<file path="src/rtl/systolic_pkg.sv">
// Shared definitions for the 2x2 systolic array feeder.
//   state_t          : feeder FSM states
//   *_DEF localparams: default operand/accumulator width and tile depth
package systolic_pkg;

  localparam int DATA_WIDTH_DEF = 17;
  localparam int ACC_WIDTH_DEF  = DATA_WIDTH_DEF*4+1;
  localparam int K_MAX_DEF      = 8;

  typedef enum logic [1:0] {
    S_IDLE,
    S_FEED,
    S_DRAIN,
    S_OUT
  } state_t;

endpackage

</file>
<file path="src/rtl/skew_reg.sv">
// One-cycle delay register used to skew the row-1 / column-1 operand lanes.
//   clk, rst : clock, synchronous active-high reset (clears q to 0)
//   d        : lane input
//   q        : lane input delayed by one cycle
module skew_reg #(
  parameter int DATA_WIDTH = 17
) (
  input  logic                  clk,
  input  logic                  rst,
  input  logic [DATA_WIDTH-1:0] d,
  output logic [DATA_WIDTH-1:0] q
);

  always_ff @(posedge clk) begin
    if (rst) q <= '0;
    else     q <= d;
  end

endmodule

</file>
<file path="src/rtl/systolic_feeder.sv">
// Feeds one K-deep tile of operands into a 2x2 output-stationary systolic
// array with the diagonal skew the array expects, waits for the array pipe
// to drain, then reports the tile result as the accumulator delta since the
// tile started (so the array never needs clearing between tiles).
//   clk, rst                 : clock, synchronous active-high reset
//   start_i, k_len_i         : tile start and inner dimension (IDLE only)
//   in_valid_i / in_ready_o  : operand beat handshake (a0,a1,b0,b1)
//   data_{a,b}_{0,1}_o       : skewed operand streams to the array
//   acc_en_o                 : array accumulate enable
//   acc_{0..3}_i             : array accumulators C00, C01, C10, C11
//   res_valid_o / res_ready_i: result handshake, res_{0..3}_o
//   busy_o                   : feeder not idle
module systolic_feeder
  import systolic_pkg::*;
#(
  parameter int DATA_WIDTH = DATA_WIDTH_DEF,
  parameter int ACC_WIDTH  = DATA_WIDTH*4+1,
  parameter int K_MAX      = K_MAX_DEF,
  parameter int PE_LAT     = 2,
  localparam int KW        = $clog2(K_MAX+1)
) (
  input  logic                  clk,
  input  logic                  rst,
  input  logic                  start_i,
  input  logic [KW-1:0]         k_len_i,
  input  logic                  in_valid_i,
  output logic                  in_ready_o,
  input  logic [DATA_WIDTH-1:0] a0_i,
  input  logic [DATA_WIDTH-1:0] a1_i,
  input  logic [DATA_WIDTH-1:0] b0_i,
  input  logic [DATA_WIDTH-1:0] b1_i,
  output logic [DATA_WIDTH-1:0] data_a_0_o,
  output logic [DATA_WIDTH-1:0] data_a_1_o,
  output logic [DATA_WIDTH-1:0] data_b_0_o,
  output logic [DATA_WIDTH-1:0] data_b_1_o,
  output logic                  acc_en_o,
  input  logic [ACC_WIDTH-1:0]  acc_0_i,
  input  logic [ACC_WIDTH-1:0]  acc_1_i,
  input  logic [ACC_WIDTH-1:0]  acc_2_i,
  input  logic [ACC_WIDTH-1:0]  acc_3_i,
  output logic                  res_valid_o,
  input  logic                  res_ready_i,
  output logic [ACC_WIDTH-1:0]  res_0_o,
  output logic [ACC_WIDTH-1:0]  res_1_o,
  output logic [ACC_WIDTH-1:0]  res_2_o,
  output logic [ACC_WIDTH-1:0]  res_3_o,
  output logic                  busy_o
);

  localparam int DRAIN_LEN = PE_LAT + 2;
  localparam int DW        = $clog2(DRAIN_LEN+1);

  state_t state, state_n;

  logic [KW-1:0]                k_q, beat_cnt, k_eff;
  logic [DW-1:0]                drain_cnt;
  logic [3:0][ACC_WIDTH-1:0]    acc_v, base_q, res_q;
  logic [DATA_WIDTH-1:0]        a1_q, b1_q;
  logic                         accept, last_beat, drain_done;

  assign acc_v = {acc_3_i, acc_2_i, acc_1_i, acc_0_i};
  assign {res_3_o, res_2_o, res_1_o, res_0_o} = res_q;

  // Oversized tiles are clamped rather than rejected.
  assign k_eff      = (k_len_i > KW'(K_MAX)) ? KW'(K_MAX) : k_len_i;
  assign accept     = in_valid_i && in_ready_o;
  assign last_beat  = accept && (beat_cnt == k_q - KW'(1));
  assign drain_done = (drain_cnt == DW'(DRAIN_LEN-1));

  always_ff @(posedge clk) begin
    if (rst) state <= S_IDLE;
    else     state <= state_n;
  end

  always_comb begin
    state_n = state;
    unique case (state)
      S_IDLE:  if (start_i)     state_n = (k_eff == '0) ? S_OUT : S_FEED;
      S_FEED:  if (last_beat)   state_n = S_DRAIN;
      S_DRAIN: if (drain_done)  state_n = S_OUT;
      S_OUT:   if (res_valid_o && res_ready_i) state_n = S_IDLE;
      default:                  state_n = S_IDLE;
    endcase
  end

  // Control outputs are registered copies of the next-state decode so they
  // line up with the state they describe without a comb path to the port.
  always_ff @(posedge clk) begin
    if (rst) begin
      in_ready_o  <= 1'b0;
      acc_en_o    <= 1'b0;
      busy_o      <= 1'b0;
      res_valid_o <= 1'b0;
      res_q       <= '0;
      base_q      <= '0;
      k_q         <= '0;
      beat_cnt    <= '0;
      drain_cnt   <= '0;
      data_a_0_o  <= '0;
      data_b_0_o  <= '0;
      a1_q        <= '0;
      b1_q        <= '0;
    end else begin
      in_ready_o <= (state_n == S_FEED);
      acc_en_o   <= (state_n == S_FEED) || (state_n == S_DRAIN);
      busy_o     <= (state_n != S_IDLE);
      // Non-accepted cycles inject zeros so bubbles add nothing to the array.
      data_a_0_o <= accept ? a0_i : '0;
      data_b_0_o <= accept ? b0_i : '0;
      a1_q       <= accept ? a1_i : '0;
      b1_q       <= accept ? b1_i : '0;
      unique case (state)
        S_IDLE: begin
          // Track the free-running array so the tile result is a delta.
          base_q    <= acc_v;
          beat_cnt  <= '0;
          drain_cnt <= '0;
          if (start_i) begin
            k_q <= k_eff;
            if (k_eff == '0) begin
              res_q       <= '0;
              res_valid_o <= 1'b1;
            end
          end
        end
        S_FEED:  if (accept) beat_cnt <= beat_cnt + KW'(1);
        S_DRAIN: begin
          drain_cnt <= drain_cnt + DW'(1);
          if (drain_done) begin
            for (int i = 0; i < 4; i++) res_q[i] <= acc_v[i] - base_q[i];
            res_valid_o <= 1'b1;
          end
        end
        S_OUT:   if (res_ready_i) res_valid_o <= 1'b0;
        default: ;
      endcase
    end
  end

  // Row/column 1 lanes arrive one cycle after lanes 0.
  skew_reg #(.DATA_WIDTH(DATA_WIDTH)) u_skew_a1 (
    .clk(clk), .rst(rst), .d(a1_q), .q(data_a_1_o)
  );
  skew_reg #(.DATA_WIDTH(DATA_WIDTH)) u_skew_b1 (
    .clk(clk), .rst(rst), .d(b1_q), .q(data_b_1_o)
  );

endmodule

</file>
<file path="config.mk">
export PLATFORM = sky130hd
export DESIGN_NAME = systolic_feeder
export DESIGN_NICKNAME = d
export VERILOG_FILES = /design/src/rtl/systolic_pkg.sv /design/src/rtl/skew_reg.sv /design/src/rtl/systolic_feeder.sv
export SDC_FILE = /design/constraint.sdc
export NUM_CORES = 2
export LEC_CHECK = 0
export ABC_AREA = 1
export CAP_MARGIN = 20
export CORE_ASPECT_RATIO = 2
export CORE_UTILIZATION = 30
export DETAILED_ROUTE_END_ITERATION = 10
export DONT_BUFFER_PORTS = 1
export SYNTH_ARGS = -nofsm -noshare
export SYNTH_HDL_FRONTEND = slang
export SYNTH_HIERARCHICAL = 1
export SYNTH_SLANG_ARGS = --single-unit
</file>
<file path="constraint.sdc">
create_clock -name clk -period 2.15 [get_ports clk]
set_input_delay 0.215 -clock clk [delete_from_list [all_inputs] [get_ports clk]]
set_output_delay 0.215 -clock clk [all_outputs]
set_load 0.005 [all_outputs]
</file>
==> impl_metrics.toml <==
[status]
status = "finished, violations left"
violations = "negative hold slack, negative setup slack"

[finish]
postLayoutCoreUtil = 0.494
synthToLayoutAreaGrowth_pct = 63.4
layout-drive-gt1-share = 0.373
final_cells = 11100
fin_nets = 9781

[flow_run]
cap_violations = 0

[grt]
grt_pass1_wl_mm = 339
grt_max_degree = 322
grt_pass1_vias = 54800
grt_usage = 0.299
grt_overflow = 0
antenna_found_initial = 26

[logic_synthesis]
synth.area.top_cells = "dfxtp_1, nand2_1, inv_1"
synth_common_cells = "nand2_1, inv_1, a21oi_1"
yosys.cell_count.top_type = "nand2_1"
yosys_warnings = 6
synth-seq-cells = 671
synth_fp_nets = 8264
syn_area_per_cell_um2 = 5.94
synthFlopType = "dfxtp_1"
seq_area_frac_synth = 0.296
synth_top_area_cell = "dfxtp_1"
synth_area_um2 = 45300
async_flop_share = 0
synth_top_area_frac = 0.296
synth_cells = 7629
synth-edff-count = 0
ys_types = 40

[worst_setup_path]
crit_chain = "ha_4 -> fa_2 -> inv_2 -> nand3_2 -> nand3_2 -> buf_6 -> buf_6 -> nand2_4 -> nand3_4 -> nand3b_1 -> nand2_4 -> buf_12 -> nand2_4 -> nand3b_1 -> nand3_2 -> a21oi_2"
reg2reg_depth = 16
critical_path_class = "flip-flop to flip-flop"
critPathCaptureType = "flip-flop"
cp_slowest_cell = "fa_2"
crit_path_start_kind = "flip-flop"
arrival_ns = 2.92
path_max_fanout = 3
r2r-end = "res_0_o[60]$_SDFFE_PP0P_"
cp_data_required_time_ns = 2.71
ff2ff_setup_slack_ns = -0.21
max_stage_delay_ns = 0.35
rr_startpoint = "base_q[0]$_SDFFE_PP0P_"

[power]
cellPowerDensity_nw_per_um2 = 636
netSwitchingPower_uw = 18000
power_uw = 47100
p_int_uw = 29100
clockPowerShare = 0.289
vdd_drop_max_mv = 0.817
power.leakage_uw = 0.0327
seqPwrFrac = 0.281
comb_power_share = 0.430
swShare = 0.382

[timing]
rsz0062_at_grt = "yes"
slew-limit-headroom = 0.0791
tightest_slew_ns = 1.38
max_freq_mhz = 424
hold_ws_ns = -0.256
slew_violations = 0
finalHoldViolations = 30
skew_ns = 0.0444
period_minus_slack_ns = 2.36
finalCritPeriodShare = 1.10
setup_viol = 98
layout_setup_ws_ns = -0.209

[drt]
vias = 55700
drt_wl_total_mm = 244
first_iter_violations = 2538
routedWlPerCell_um = 21.9
drc = 0
viasPerCell = 5.00
drtPass1Iterations = 5
ant_nets = 0

[min_path]
hp-class = "input port to flip-flop"
holdPathStages = 1
hp-start = "rst"
holdPathEnd = "res_2_o[51]$_SDFFE_PP0P_"

[clock_tree]
clockBufferDepth = 3
cts_tree = "built"
clk_transition_reported_paths_ns = 0.07
cts_hold_buffers = 392
cts.sinks = 671
clk_latency_ns = 0.69
htree_levels = 3
numCtsBuffers = 72
cts_root_buf = "clkbuf_16"

[floorplan]
io_pins = 701
fp.dieH_um = 552
initial_core_util = 0.302
std_cell_rows = 201
die_area_um2 = 153000
dieWidth_um = 277
core_um2 = 150000

[placed_design]
place_ws_ns = -0.697
dp_hpwl_mm = 183
place.gp.congestion = 1.04
dpl.cell_count = 10400
portBuffers = 0
[flip-flops by register name, indices dropped and copies added, names as in the netlist, 4 cells and up]
signal,cells
base_q,276
res_0_o,69
res_1_o,69
res_2_o,69
res_3_o,69
a1_q,17
b1_q,17
data_a_0_o,17
data_b_0_o,17
u_skew_a1/q,17
u_skew_b1/q,17
beat_cnt,4
k_q,4
[cell families after synthesis]
family                     count (synthesis)  share of synthesized area
AOI/OAI and AO/OA                       1581                      0.179
buffers and inverters                   1613                      0.137
adders and majority gates                282                     0.0785
and+or+nand+nor                         3473                      0.308
DFF                                      671                      0.296
xor gates and xnor gates                   9                    0.00174
[worst max-delay path, delay by kind of cell (launching register included)]
| family | cells | cell delay, ns |
|---|---|---|
| and+or+nand+nor | 9 | 0.78 |
| adders and majority gates | 2 | 0.51 |
| buffers and inverters | 4 | 0.44 |
| DFF | 1 | 0.34 |
| AOI/OAI and AO/OA | 1 | 0.15 |
[per-stage QoR]
step | setup TNS [ns] | cell area, µm²
final | -5.84 | 74100
after global routing | -17.49 | 74100
after CTS | -1.62 | 67700
after detailed placement | -54.83 | 55500
after global placement | -52.16 | 55500
after floorplan | 0 | 45300
[routing by layer]
| metal | vias up | GRT usage | share of wire |
|---|---|---|---|
| li1 | 27100 | - | - |
| met1 | 25900 | 0.259 | 0.31 |
| met2 | 1890 | 0.554 | 0.51 |
| met3 | 931 | 0.0809 | 0.071 |
| met4 | 18 | 0.277 | 0.11 |
| met5 | - | 0 | 0.00041 |
[cell usage in the layout (no fill, tap or decap), types with 14 or more instances in the layout]
| cell type | n |
|---|---|
| o21ai_0 | 385 |
| clkbuf_16 | 76 |
| ha_4 | 224 |
| nor2_4 | 121 |
| nand3_2 | 143 |
| nand4_1 | 25 |
| nand3_4 | 43 |
| o21ai_2 | 39 |
| nor3_1 | 16 |
| ha_2 | 15 |
| nand2_1 | 1556 |
| o21bai_1 | 26 |
| nor2_2 | 225 |
| dlygate4sd3_1 | 392 |
| dfxtp_1 | 602 |
| a21oi_1 | 748 |
| nand3_1 | 217 |
| inv_2 | 196 |
| nor3_2 | 28 |
| buf_12 | 33 |
| nand2_4 | 191 |
| ha_1 | 39 |
| o21bai_2 | 20 |
| o21ai_1 | 74 |
| inv_1 | 1206 |
| buf_4 | 1078 |
| dfxtp_2 | 69 |
| a21oi_2 | 206 |
| nor2_1 | 400 |
| nand2_2 | 399 |
| buf_6 | 128 |
| a21oi_4 | 39 |
| nand2_8 | 14 |
| nand3b_1 | 27 |
[area by class of cell]
class	count	area, µm²
clock inverters	43	484
repair buffers	1638	14300
inverters	1418	5380
clock buffers	88	1960
fillers	14800	75800
flip-flops and latches	671	13500
diodes	12	30.0
multi-input cells	5345	36000
well taps	1928	2410
[power groups by stage]
| stage | combinational, µW | sequential [µW] | clock [µW] |
|---|---|---|---|
| 3_3_place_gp | 14000 | 13500 | 0 |
| 5_1_grt | 21600 | 13300 | 14200 |
| 3_5_place_dp | 14100 | 13500 | 0 |
| 4_1_cts | 17200 | 13200 | 13900 |
| 2_1_floorplan | 7140 | 13400 | 0 |
| 6_report | 20300 | 13200 | 13600 |
[worst max-delay path by stage]
stage,start,end,cells after the start,slack (ns)
2_1_floorplan,base_q[138]$_SDFFE_PP0P_,res_2_o[62]$_SDFFE_PP0P_,16,0.11
3_3_place_gp,base_q[6]$_SDFFE_PP0P_,res_0_o[60]$_SDFFE_PP0P_,17,-0.65
3_5_place_dp,base_q[0]$_SDFFE_PP0P_,res_0_o[60]$_SDFFE_PP0P_,16,-0.70
4_1_cts,base_q[0]$_SDFFE_PP0P_,res_0_o[60]$_SDFFE_PP0P_,16,-0.16
5_1_grt,base_q[0]$_SDFFE_PP0P_,res_0_o[60]$_SDFFE_PP0P_,16,-0.26
6_report,base_q[0]$_SDFFE_PP0P_,res_0_o[60]$_SDFFE_PP0P_,16,-0.21
[repair_timing]
action,in CTS,in global routing
cloned,0,3
setup buffers,75,106
endpoints found under the setup margin,230,259
hold endpoints to repair,669,281
pin swaps,260,429
resized for setup,1280,1495
No activity file was read; power rests on OpenSTA's default activity.
